[config.mk]
export PLATFORM = sky130hd
export DESIGN_NAME = grid_mem_arbiter
export DESIGN_NICKNAME = d
export VERILOG_FILES = /design/src/rtl/tetris_pkg.sv /design/src/rtl/rr_pick.sv /design/src/rtl/grid_mem_arbiter.sv
export SDC_FILE = /design/constraint.sdc
export NUM_CORES = 1
export LEC_CHECK = 0
export CORE_MARGIN = 2
export CORE_UTILIZATION = 44
export DETAILED_ROUTE_END_ITERATION = 8
export PLACE_DENSITY = 0.86
export SETUP_SLACK_MARGIN = 0.02
export SLEW_MARGIN = 20
export SYNTH_ARGS = -nofsm -noshare
export SYNTH_HDL_FRONTEND = slang
export SYNTH_HIERARCHICAL = 1
export SYNTH_SLANG_ARGS = --single-unit
[constraint.sdc]
create_clock -name clk -period 5 [get_ports clk]
set_input_delay 1.25 -clock clk [delete_from_list [all_inputs] [get_ports clk]]
set_output_delay 1.25 -clock clk [all_outputs]
set_load 0.005 [all_outputs]
[src/rtl/tetris_pkg.sv]
`default_nettype none
// ============================================================================
// Module      : tetris_pkg
// Description : Shared grid encoding and grid-memory requester indices.
// Revision    : 1.0 - initial release
// ============================================================================
package tetris_pkg;

    localparam int GRID_AW      = 8;
    localparam int GRID_DW      = 8;
    localparam int ACTIVE_BIT   = 7;
    localparam int NUM_GRID_REQ = 3;

    localparam int REQ_VGA    = 0;
    localparam int REQ_PLACER = 1;
    localparam int REQ_MOVER  = 2;

    typedef enum logic [3:0] {
        BLOCK_AIR    = 4'h0,
        BLOCK_I      = 4'h1,
        BLOCK_O      = 4'h2,
        BLOCK_T      = 4'h3,
        BLOCK_S      = 4'h4,
        BLOCK_Z      = 4'h5,
        BLOCK_J      = 4'h6,
        BLOCK_L      = 4'h7,
        BLOCK_BORDER = 4'hF
    } block_e;

    // Cell layout: active flag on top, block code in the low nibble.
    function automatic logic [GRID_DW-1:0] grid_cell(input logic active, input block_e code);
        return {active, 3'b000, code};
    endfunction

endpackage
`default_nettype wire

[src/rtl/rr_pick.sv]
`default_nettype none
// ============================================================================
// Module      : rr_pick
// Description : Combinational one-hot round-robin picker with exclusion mask
//               and optional fixed priority for requester 0.
// Revision    : 1.0 - initial release
// ============================================================================
module rr_pick #(
    parameter int N_REQ = 3,
    parameter int PW    = 2
) (
    input  logic [N_REQ-1:0] req,
    input  logic [N_REQ-1:0] excl,
    input  logic [PW-1:0]    ptr,
    input  logic             prio0_en,
    output logic [N_REQ-1:0] pick
);

    logic [N_REQ-1:0] w_elig;
    logic [PW:0]      w_sum;
    logic [PW-1:0]    w_idx;
    logic             w_found;

    assign w_elig = req & ~excl;

    // Scan starts just after ptr so the previous owner is considered last.
    always_comb begin
        pick    = '0;
        w_sum   = '0;
        w_idx   = '0;
        w_found = 1'b0;
        if (prio0_en && w_elig[0]) begin
            pick[0] = 1'b1;
        end else begin
            for (int i = 1; i <= N_REQ; i++) begin
                w_sum = {1'b0, ptr} + (PW+1)'(i);
                if (w_sum >= (PW+1)'(N_REQ)) begin
                    w_sum = w_sum - (PW+1)'(N_REQ);
                end
                w_idx = w_sum[PW-1:0];
                if (!w_found && w_elig[w_idx]) begin
                    pick[w_idx] = 1'b1;
                    w_found     = 1'b1;
                end
            end
        end
    end

endmodule
`default_nettype wire

[src/rtl/grid_mem_arbiter.sv]
`default_nettype none
// ============================================================================
// Module      : grid_mem_arbiter
// Description : Single-port grid RAM arbiter with lockable bursts, bounded
//               hold time and registered one-hot grant.
// Revision    : 1.0 - initial release
// ============================================================================
module grid_mem_arbiter
    import tetris_pkg::*;
#(
    parameter int N_REQ    = NUM_GRID_REQ,
    parameter int AW       = GRID_AW,
    parameter int DW       = GRID_DW,
    parameter int MAX_HOLD = 16,
    parameter int PRIO0    = 1
) (
    input  logic                clk,
    input  logic                reset,
    input  logic [N_REQ-1:0]    req,
    input  logic [N_REQ-1:0]    lock,
    input  logic [N_REQ-1:0]    we,
    input  logic [N_REQ*AW-1:0] addr,
    input  logic [N_REQ*DW-1:0] wdata,
    output logic [N_REQ-1:0]    gnt,
    output logic [N_REQ-1:0]    rvalid,
    output logic [DW-1:0]       rdata,
    output logic [AW-1:0]       mem_addr,
    output logic [DW-1:0]       mem_wdata,
    output logic                mem_we,
    input  logic [DW-1:0]       mem_rdata
);

    localparam int c_PW = (N_REQ > 1) ? $clog2(N_REQ) : 1;
    localparam int c_HW = (MAX_HOLD > 1) ? $clog2(MAX_HOLD) : 1;

    localparam logic [0:0] c_ST_IDLE = 1'b0;
    localparam logic [0:0] c_ST_OWN  = 1'b1;

    localparam logic [c_HW-1:0] c_HOLD_LAST = c_HW'(MAX_HOLD - 1);

    logic [0:0]       r_state;
    logic [N_REQ-1:0] r_gnt;
    logic [N_REQ-1:0] r_rvalid;
    logic [c_PW-1:0]  r_rr_ptr;
    logic [c_HW-1:0]  r_hold_cnt;
    logic [AW-1:0]    r_last_addr;
    logic [DW-1:0]    r_last_wdata;

    logic [N_REQ-1:0] w_gnt_live;
    logic             w_own_req;
    logic             w_own_lock;
    logic             w_own_we;
    logic             w_beat;
    logic             w_locked;
    logic             w_others;
    logic             w_hold_last;
    logic             w_force;
    logic             w_arb;
    logic [AW-1:0]    w_own_addr;
    logic [DW-1:0]    w_own_wdata;
    logic [N_REQ-1:0] w_excl;
    logic [N_REQ-1:0] w_pick;
    logic [c_PW-1:0]  w_pick_idx;

    // Reset suppresses the grant in the same cycle so no beat can slip out.
    assign w_gnt_live  = (reset || r_state != c_ST_OWN) ? '0 : r_gnt;
    assign w_own_req   = |(w_gnt_live & req);
    assign w_own_lock  = |(r_gnt & lock);
    assign w_own_we    = |(r_gnt & we);
    assign w_beat      = w_own_req;
    assign w_locked    = (r_state == c_ST_OWN) & w_beat & w_own_lock;
    assign w_others    = |(req & ~r_gnt);
    assign w_hold_last = (r_hold_cnt == c_HOLD_LAST);
    assign w_force     = w_locked & w_hold_last & w_others;
    assign w_arb       = ~w_locked | w_force;
    assign w_excl      = w_force ? r_gnt : '0;

    always_comb begin
        w_own_addr  = '0;
        w_own_wdata = '0;
        for (int i = 0; i < N_REQ; i++) begin
            if (r_gnt[i]) begin
                w_own_addr  = addr[i*AW +: AW];
                w_own_wdata = wdata[i*DW +: DW];
            end
        end
    end

    always_comb begin
        w_pick_idx = '0;
        for (int i = 0; i < N_REQ; i++) begin
            if (w_pick[i]) begin
                w_pick_idx = c_PW'(i);
            end
        end
    end

    rr_pick #(
        .N_REQ (N_REQ),
        .PW    (c_PW)
    ) u_rr_pick (
        .req      (req),
        .excl     (w_excl),
        .ptr      (r_rr_ptr),
        .prio0_en (PRIO0 != 0),
        .pick     (w_pick)
    );

    assign gnt       = w_gnt_live;
    assign rvalid    = reset ? '0 : r_rvalid;
    assign rdata     = mem_rdata;
    assign mem_we    = w_beat & w_own_we;
    assign mem_addr  = w_beat ? w_own_addr  : r_last_addr;
    assign mem_wdata = w_beat ? w_own_wdata : r_last_wdata;

    always_ff @(posedge clk) begin
        if (reset) begin
            r_state      <= c_ST_IDLE;
            r_gnt        <= '0;
            r_rvalid     <= '0;
            r_rr_ptr     <= '0;
            r_hold_cnt   <= '0;
            r_last_addr  <= '0;
            r_last_wdata <= '0;
        end else begin
            r_rvalid <= (w_beat && !w_own_we) ? r_gnt : '0;
            if (w_beat) begin
                r_last_addr  <= w_own_addr;
                r_last_wdata <= w_own_wdata;
            end
            if (w_arb) begin
                r_gnt      <= w_pick;
                r_hold_cnt <= '0;
                if (|w_pick) begin
                    r_state  <= c_ST_OWN;
                    r_rr_ptr <= w_pick_idx;
                end else begin
                    r_state  <= c_ST_IDLE;
                end
            end else if (!w_hold_last) begin
                r_hold_cnt <= r_hold_cnt + c_HW'(1);
            end
        end
    end

endmodule
`default_nettype wire

==> results by group, run 1 <==
Run status
  – Status: finished, final reports clean

Timing
  – Final period util: 94.36%
  – Final min period: 4.718 ns
  – Final Slew Violations: 0
  – Fmax: 0.2119 GHz
  – Worst hold margin: 0.4717 ns
  – Clock skew: 0.003116 ns
  – Rel. slew slack: 49.31%
  – RSZ-0062 raised after global routing: false
  – # setup viols final: 0
  – Setup_tns: 0 ns
  – Hold Fails Final Rpt: 0
  – Tightest Pin Transition: 0.7569 ns
  – Final worst slack: 0.2819 ns

CTS
  – Clk root buf: clkbuf_8
  – Setup bufs post-CTS: 0
  – TritonCTS clock tree: built
  – Clock Path Buffers: 2
  – # hold bufs at CTS: 0
  – Clock sinks: 29
  – CTS buffer count: 5
  – Clock-pin slew on the worst setup and hold paths: 0.06 ns
  – Resize count post-CTS: 0
  – H-Tree Depth: 2
  – Clk_lat worst skew: 0.28 ns

Detailed routing
  – Wire length per cell after detailed routing: 15.80 um
  – Vias/cell: 5.712
  – Routed WL: 6.035 mm
  – First-pass detailed-route iteration total: 4
  – Initial DRC count: 144
  – Antenna Nets Post-Route: 0
  – DRC: 0
  – Via count: 2182

Job
  – Max-cap violations: 0

Logic synthesis
  – Primary FF master, synth: dfxtp_1
  – Post-synthesis instance total: 260
  – Post-synth ARST share: 0%
  – Synthesis Warnings: 6
  – Avg Inst Size Synth: 7.743 um2
  – Register area share after synthesis: 28.84%
  – Seq cells post-synth: 29
  – Top post-synthesis cells by area: dfxtp_1, a221o_1, nand2_1, nand2b_1, nand3_1
  – Post-synth top cells: nand2_1, dfxtp_1, nand3_1
  – Post-synth top area cell: dfxtp_1
  – Area share of the largest cell type after synthesis: 28.84%
  – Netlist cell types: 47
  – Post-Syn Area: 2013 um2
  – EDFF count, synth: 0
  – Top-count cell post-synth: nand2_1

Hold path
  – Hold WC Path Type: reg2reg

Global routing
  – Global route overflow: 0
  – Overall global routing resource usage: 23.77%
  – First-pass GRT wire length: 9.666 mm
  – Initial antenna violation count: 0
  – Largest net degree at the start of global routing: 40
  – Vias in the first global route: 2040

Final layout
  – Finished Cell Area: 2925 um2
  – Multi-input gate area: 1286 um2
  – Share of layout cells above drive strength 1: 6.061%
  – Storage cell area: 580.6 um2
  – Synth-to-Final Area Change: 45.31%
  – Nets@finish: 403
  – Ant diodes: 0
  – Filler Cell Count: 358

Worst setup path
  – Critical Path AT: 3.47 ns
  – Startpoint types: input pin
  – Kind of end point of the critical path: primary output
  – Worst Path Max Fanout: 17
  – Worst endpoint required time: 3.75 ns
  – Setup CP Type: in2out

Power
  – VDD IR max: 0.0001583 V
  – PwrDens: 302.3 nW/um2
  – Pleak: 1.175 nW

Die
  – Standard-cell rows: 24
  – Starting Density: 45.92%
  – Die area: 5132 um2
  – Die Height: 71.64 um
  – Width of the die: 71.64 um
  – Total core area: 4384 um2
  – Num ports: 98

Placement
  – Placed Area: 2791 um2
  – Port Buffer Count: 81
  – Routability cong.: 0.8399
  – Final HPWL DP: 4.297 mm
  – DP Worst Slack: 0.3311 ns
-- critical path: stages --
cell and delay, ns:
clkdlybuf4s50_1 0.49, a222oi_1 0.59, nand2b_1 0.18, buf_4 0.22
nand2_1 0.12, nand2_1 0.09, clkdlybuf4s50_1 0.51
-- worst paths after layout --
path / to / slack [ns] / start / cells past startpoint
setup / recovery: mem_wdata[6] / 0.28 / req[1] / 7
hold / removal: r_last_addr[3] / 0.47 / r_last_addr[3] / 2
hold reg to reg: r_last_addr[3] / 0.47 / r_last_addr[3] / 2
setup reg to reg: r_gnt[2] / 1.90 / r_gnt[1] / 10
-- sequential cells by signal, indices dropped and copies added (netlist names) --
register,flops
r_gnt,3
r_hold_cnt,4
r_last_addr,8
r_last_wdata,8
r_rr_ptr,2
r_rvalid,3
r_state,1
-- layout by cell type (no fill, tap or decap), types with 3 or more instances in the layout --
cell             count
nor2b_1              9
a21oi_1             21
nand2b_1            22
nand3_1             23
clkbuf_8             5
ha_1                 7
and2_1               3
nor2_1              10
clkdlybuf4s50_1     81
buf_4                5
a31oi_1              3
inv_1                3
o21ai_0              5
a221o_1             16
and3_1               7
dfxtp_1             29
nand2_1             38
a222oi_1             3
-- per-stage QoR --
stage | util, % | instances | power (mW)
floorplan | - | 261 | 0.4893
global placement | 63.61 | 374 | 0.5856
detailed placement | 63.67 | 374 | 0.5948
CTS | 66.72 | 382 | 0.8862
global route | 66.72 | 382 | 0.9345
finish | 66.72 | 382 | 0.8844
-- power breakdown --
part | leakage [nW] | switching, mW | internal (mW)
clock | 0.0681 | 0.0926 | 0.198
combinational | 0.872 | 0.166 | 0.165
sequential | 0.235 | 0.0155 | 0.248
-- per-layer routing --
metal / part of all wire, % / up-vias / global-route usage (%)
met4: 2.4 / 0 / 7.757
met2: 50 / 86 / 38.58
met3: 6.9 / 16 / 4.923
met5: 0 / - / 0
li1: - / 1066 / -
met1: 41 / 1014 / 31.55
-- cells by family (layout without fill, tap and decap cells) --
kind of cell	after synthesis	count (layout)	synth area share, %
compound gates	60	60	21.75
xor+xnor	1	1	0.4351
fa+ha+maj	7	7	4.350
buf+inv	28	97	7.582
flops	29	29	28.84
mux	3	3	1.616
other cells	1	2	0.1863
simple gates	131	131	35.24
-- layout make-up --
class | instances | area share [%]
Multi-Input combinational cell | 204 | 43.97
Sequential cell | 29 | 19.85
Timing Repair Buffer | 86 | 29.00
Clock inverter | 3 | 2.224
Inverter | 3 | 0.3849
Clock buffer | 5 | 2.352
Tap cell | 52 | 2.224
Note: power is estimated with default switching activity, not from simulation.
==> run 2: changes to the inputs <==
--- a/config.mk
+++ b/config.mk
@@ -13,5 +13,4 @@
 export SLEW_MARGIN = 20
 export SYNTH_ARGS = -nofsm -noshare
 export SYNTH_HDL_FRONTEND = slang
-export SYNTH_HIERARCHICAL = 1
 export SYNTH_SLANG_ARGS = --single-unit
==> results by group, run 2 <==
CTS
  – Clock Path Buffers: 2 (unchanged)
  – Clock-pin slew on the worst setup and hold paths: 0.06 ns (about the same)
  – # hold bufs at CTS: 0 (unchanged)
  – Resize count post-CTS: 0 (unchanged)
  – CTS buffer count: 5 (unchanged)
  – Setup bufs post-CTS: 0 (unchanged)
  – H-Tree Depth: 2 (unchanged)
  – Clk root buf: clkbuf_8
  – TritonCTS clock tree: built
  – Clk_lat worst skew: 0.27 ns (about the same)
  – Clock sinks: 29 (unchanged)

Timing
  – Clock skew: 0.005965 ns (+0.002849 ns)
  – Hold Fails Final Rpt: 0 (unchanged)
  – RSZ-0062 raised after global routing: false
  – Final Slew Violations: 0 (unchanged)
  – Final min period: 4.709 ns (-0.009094 ns)
  – Final period util: 94.18% (-0.18 points)
  – Setup_tns: 0 ns (unchanged)
  – Tightest Pin Transition: 0.5832 ns (-0.1737 ns)
  – # setup viols final: 0 (unchanged)
  – Fmax: 0.2124 GHz (+0.19%)
  – Rel. slew slack: 61.12% (+12 points)

Detailed routing
  – Via count: 2038 (-6.6%)
  – First-pass detailed-route iteration total: 4 (unchanged)
  – Routed WL: 5.632 mm (-6.7%)
  – Vias/cell: 5.599 (-2.0%)
  – Antenna Nets Post-Route: 0 (unchanged)
  – DRC: 0 (unchanged)
  – Initial DRC count: 137 (-4.9%)
  – Wire length per cell after detailed routing: 15.47 um (-2.1%)

Final layout
  – Commonest non-fill, non-tap cell in the layout: clkdlybuf4s50_1
  – Storage cell area: 580.6 um2 (unchanged)
  – Commonest non-fill, non-tap cells in the layout: clkdlybuf4s50_1, dfxtp_1, o21ai_0
  – Filler Cell Count: 343 (-4.2%)
  – Finished Cell Area: 2960 um2 (+1.2%)
  – Largest regs: r_last_addr (8), r_last_wdata (8), r_hold_cnt (4)
  – Ant diodes: 0 (unchanged)
  – Nets@finish: 385 (-4.5%)
  – Synth-to-Final Area Change: 44.27%
  – Multi-input gate area: 1309 um2 (+1.8%)
  – Share of layout cells above drive strength 1: 14.42% (+8.4 points)
  – Fin cells: 364 (-4.7%)

Worst setup path
  – Critical Path AT: 3.46 ns (about the same)
  – Kind of end point of the critical path: primary output
  – Worst reg-to-reg path cell count: 9 (-1)
  – Reg-to-reg critical path startpoint: r_hold_cnt[0]
  – Worst Path Max Fanout: 19 (+2)
  – Setup CP Type: in2out
  – Startpoint types: input pin
  – RR Endpoint: r_gnt[0]
  – Worst R2R Setup Slack: 2.06 ns (+0.16 ns)
  – Worst endpoint required time: 3.75 ns (about the same)

Placement
  – Port Buffer Count: 81 (unchanged)
  – Final HPWL DP: 4.056 mm (-5.6%)
  – Routability cong.: 0.9409 (+12%)
  – Placed Area: 2844 um2 (+1.9%)
  – Dpl cells: 356 (-4.8%)

Die
  – Total core area: 4414 um2 (+0.68%)
  – Die Height: 72.29 um (+0.91%)
  – Starting Density: 46.49% (+0.57 points)
  – Die area: 5226 um2 (+1.8%)
  – Num ports: 98 (unchanged)
  – Width of the die: 72.29 um (+0.91%)
  – Standard-cell rows: 24 (unchanged)

Logic synthesis
  – Post-synth top cells: dfxtp_1, o21ai_0, nor2b_1
  – Netlist cell types: 55 (+17%)
  – Primary FF master, synth: dfxtp_1
  – Post-synth top area cell: dfxtp_1
  – Post-Syn Area: 2052 um2 (+1.9%)
  – Area share of the largest cell type after synthesis: 28.29% (-0.55 points)
  – Avg Inst Size Synth: 8.550 um2 (+10%)
  – Synthesis Warnings: 0 (-6)
  – Seq cells post-synth: 29 (unchanged)
  – Post-synthesis instance total: 240 (-7.7%)
  – EDFF count, synth: 0 (unchanged)
  – Register area share after synthesis: 28.29% (-0.55 points)
  – Syn Nets: 314
  – Top post-synthesis cells by area: dfxtp_1, mux2_2, nor2b_1, a22oi_1, o21ai_0
  – Top-count cell post-synth: dfxtp_1
  – Post-synth ARST share: 0% (unchanged)

Power
  – PnR Total Power: 0.6459 mW (-27%)
  – VDD IR max: 0.0002013 V (+27%)
  – PwrDens: 218.2 nW/um2 (-28%)
  – Pleak: 1.107 nW (-5.8%)

Global routing
  – Overall global routing resource usage: 22.25% (-1.5 points)
  – First-pass GRT wire length: 9.349 mm (-3.3%)
  – Initial antenna violation count: 0 (unchanged)
  – Vias in the first global route: 1996 (-2.2%)
  – Global route overflow: 0 (unchanged)
  – Largest net degree at the start of global routing: 39 (-2.5%)

Hold path
  – Hold WC Path Type: reg2reg
  – Worst hold path depth: 2 (unchanged)
  – Hold endpoint: r_hold_cnt[1]
  – Hold path startpoint: r_hold_cnt[1]

Job
  – Max-cap violations: 0 (unchanged)

Run status
  – Status: finished, final reports clean
run 2: cell count changes after synthesis, moves of 17 or more:
cell,delta
nand3_1,-19
nand2_1,-18
mux2_2,+18
nand2b_1,-22
a21oi_1,-18
o21ai_0,+17
run 2: logic make-up (layout without fill, tap and decap cells):
| family | after synthesis | in the layout | share of synthesized area, % |
|---|---|---|---|
| adder cells (fa/ha/maj) | 7 | 7 | 4.268 |
| AND/OR/NAND/NOR | 78 | 78 | 22.07 |
| buffers and inverters | 33 | 105 | 8.171 |
| flip-flops | 29 | 29 | 28.29 |
| multiplexers | 19 | 19 | 10.37 |
| XOR/XNOR | 1 | 1 | 0.4269 |
| AO/OA/AOI/OAI | 73 | 73 | 26.40 |
run 2: area by class of cell:
class | instances | area share, %
clock buffer | 7 | 2.916
clock inverter | 1 | 1.014
inverter | 11 | 1.395
multi-input combinational | 178 | 44.21
sequential | 29 | 19.61
tap | 52 | 2.198
timing repair buffer | 86 | 28.66
run 2: how the worst max path moves through the flow:
stage,from,end,slack (ns),cells past startpoint
floorplan,req[0],mem_addr[0],1.26,5
global placement,req[0],mem_addr[0],0.34,6
detailed placement,req[0],mem_addr[0],0.31,6
CTS,req[0],mem_wdata[3],0.28,6
global route,req[0],mem_wdata[2],0.17,6
finish,req[0],mem_wdata[3],0.29,6
run 2: per-stage QoR:
step                worst slack [ns]  util, %  hold slack (ns)
floorplan                      1.263        -           0.5117
global placement              0.3418    64.43           0.5328
detailed placement            0.3054    64.43           0.5629
CTS                           0.2808    67.06           0.5745
global route                  0.1677    67.06           0.6038
finish                        0.2910    67.06           0.5733
run 2: critical path, cell delays in order:
cell             delay, ns
clkdlybuf4s50_1       0.49
a222oi_1              0.61
nor3b_2               0.09
buf_4                 0.23
mux2_2                0.27
clkdlybuf4s50_1       0.50
run 2: power breakdown:
part	switching [mW]	internal (mW)	total [mW]	leakage [nW]
combinational	0.0705	0.0873	0.158	0.814
clock	0.0845	0.162	0.247	0.0585
sequential	0.00495	0.236	0.241	0.235
total	0.160	0.486	0.646	1.11
run 2: layer usage:
metal	global-route usage, %	share of wire, %	vias up
met3	8.611	9.1	6
li1	-	-	1014
met2	34.76	45	84
met1	28.67	45	934
met5	0	0	-
met4	6.080	1.0	0
==> run 3: changes to the inputs <==
--- a/config.mk
+++ b/config.mk
@@ -5,7 +5,7 @@
 export SDC_FILE = /design/constraint.sdc
 export NUM_CORES = 1
 export LEC_CHECK = 0
-export CORE_MARGIN = 2
+export CAP_MARGIN = 5
 export CORE_UTILIZATION = 44
 export DETAILED_ROUTE_END_ITERATION = 8
 export PLACE_DENSITY = 0.86
==> results by group, run 3 (same netlist as run 2, synthesis figures left out) <==
Worst setup path
  – Setup CP Type: in2out
  – Critical path, cell by cell: clkdlybuf4s50_1, a222oi_1, nor3b_2, buf_4, mux2_2, clkdlybuf4s50_1
  – Worst endpoint required time: 3.75 ns (about the same)
  – Startpoint types: input pin
  – Delay-heaviest family, CP: buffers and inverters
  – Critical Path Most Common Cell: clkdlybuf4s50_1
  – Buffers plus inverters on the worst setup path: 3 (unchanged)
  – CP max stage delay: 0.61 ns (about the same)
  – CP max-delay cell: a222oi_1
  – Kind of end point of the critical path: primary output
  – Worst Path Max Fanout: 19 (unchanged)
  – Critical Path AT: 3.47 ns (about the same)

Timing
  – Fmax: 0.2120 GHz (-0.17%)
  – Rel. slew slack: 61.30% (+0.18 points)
  – # setup viols final: 0 (unchanged)
  – Setup_tns: 0 ns (unchanged)
  – RSZ-0062 raised after global routing: false
  – Final period util: 94.34% (+0.16 points)
  – Final Slew Violations: 0 (unchanged)
  – Final min period: 4.717 ns (+0.008019 ns)
  – Clock skew: 0.007282 ns (+0.001318 ns)
  – Hold Fails Final Rpt: 0 (unchanged)
  – Tightest Pin Transition: 0.5805 ns (-0.002750 ns)

Final layout
  – Ant diodes: 0 (unchanged)
  – Share of layout cells above drive strength 1: 14.74% (+0.32 points)
  – Largest regs: r_last_addr (8), r_last_wdata (8), r_hold_cnt (4)
  – Filler Cell Count: 337 (-1.7%)
  – Synth-to-Final Area Change: 44.45%
  – Commonest non-fill, non-tap cell in the layout: clkdlybuf4s50_1
  – Final design utilization: 67.15% (+0.085 points)
  – Fin cells: 364 (unchanged)
  – Commonest non-fill, non-tap cells in the layout: clkdlybuf4s50_1, dfxtp_1, o21ai_0
  – Multi-input gate area: 1309 um2 (unchanged)
  – Nets@finish: 385 (unchanged)
  – Storage cell area: 580.6 um2 (unchanged)

Detailed routing
  – Vias/cell: 5.659 (+1.1%)
  – Initial DRC count: 152 (+11%)
  – Routed WL: 5.476 mm (-2.8%)
  – Via count: 2060 (+1.1%)
  – Antenna Nets Post-Route: 0 (unchanged)
  – Wire length per cell after detailed routing: 15.04 um (-2.8%)
  – First-pass detailed-route iteration total: 8 (+4)
  – DRC: 0 (unchanged)

Placement
  – Routability cong.: 0.8467 (-10%)
  – Final HPWL DP: 4.072 mm (+0.40%)
  – Port Buffer Count: 81 (unchanged)
  – Dpl cells: 356 (unchanged)

Global routing
  – Vias in the first global route: 2004 (+0.40%)
  – Global route overflow: 0 (unchanged)
  – Overall global routing resource usage: 22.64% (+0.38 points)
  – Largest net degree at the start of global routing: 39 (unchanged)
  – Initial antenna violation count: 0 (unchanged)
  – First-pass GRT wire length: 9.045 mm (-3.3%)

Power
  – VDD IR max: 0.0001941 V (-3.6%)
  – Pleak: 1.106 nW (about the same)
  – PwrDens: 220.2 nW/um2 (+0.95%)

CTS
  – H-Tree Depth: 2 (unchanged)
  – Setup bufs post-CTS: 0 (unchanged)
  – TritonCTS clock tree: built
  – Clock Path Buffers: 2 (unchanged)
  – Resize count post-CTS: 0 (unchanged)
  – # hold bufs at CTS: 0 (unchanged)
  – Clock sinks: 29 (unchanged)
  – CTS buffer count: 5 (unchanged)
  – Clk_lat worst skew: 0.28 ns (about the same)
  – Clk root buf: clkbuf_8
  – Clock-pin slew on the worst setup and hold paths: 0.07 ns (about the same)

Die
  – Standard-cell rows: 24 (unchanged)
  – Die area: 4941 um2 (-5.5%)
  – Total core area: 4414 um2 (unchanged)
  – Starting Density: 46.49% (unchanged)
  – Die Height: 70.29 um (-2.8%)
  – Width of the die: 70.29 um (-2.8%)
  – Num ports: 98 (unchanged)

Run status
  – Status: finished, final reports clean

Job
  – Max-cap violations: 0 (unchanged)

Hold path
  – Hold WC Path Type: reg2reg
run 3: cell count changes in the layout (fill, tap and decap cells not counted):
cell        before  now
clkbuf_1         1    0
clkinvlp_4       0    1
run 3: tightest hold or removal path: stages (launching register included):
cell     delay [ns]
dfxtp_1        0.34
mux2i_1        0.13
nor2_1         0.05
run 3: through the flow:
step	power, mW	area, um2	hold slack [ns]	worst slack [ns]
2_1_floorplan	0.3337	2052	0.5117	1.263
3_3_place_gp	0.3990	2844	0.5285	0.3347
3_5_place_dp	0.4015	2844	0.5472	0.3080
4_1_cts	0.6576	2964	0.5591	0.2879
5_1_grt	0.6844	2964	0.6123	0.1673
6_report	0.6528	2964	0.5548	0.2830
run 3: final cells by class:
type	count	share of cell area [%]
Clock buffer	6	2.786
Clock inverter	2	1.266
Inverter	11	1.393
Multi-Input combinational cell	178	44.15
Sequential cell	29	19.59
Tap cell	52	2.195
Timing Repair Buffer	86	28.62
run 3: layer usage:
layer	GRT usage, %	vias to the layer above	wire [um]
met2	36.83	92	2551
met3	8.658	9	550
li1	-	1010	-
met1	26.97	949	2293
met4	8.000	0	79
met5	0	-	0
run 3: worst paths after layout:
kind            startpoint       endpoint  slack (ns)  depth (start not counted)
min reg2reg  r_hold_cnt[1]  r_hold_cnt[1]        0.55                          2
max                 req[0]   mem_wdata[5]        0.28                          6
min          r_hold_cnt[1]  r_hold_cnt[1]        0.55                          2
max reg2reg  r_hold_cnt[0]       r_gnt[0]        2.08                          9
run 3: report_power, final:
group	switching (mW)	internal, mW
clock	0.0934	0.162
combinational	0.0691	0.0872
sequential	0.00505	0.236
total	0.168	0.485
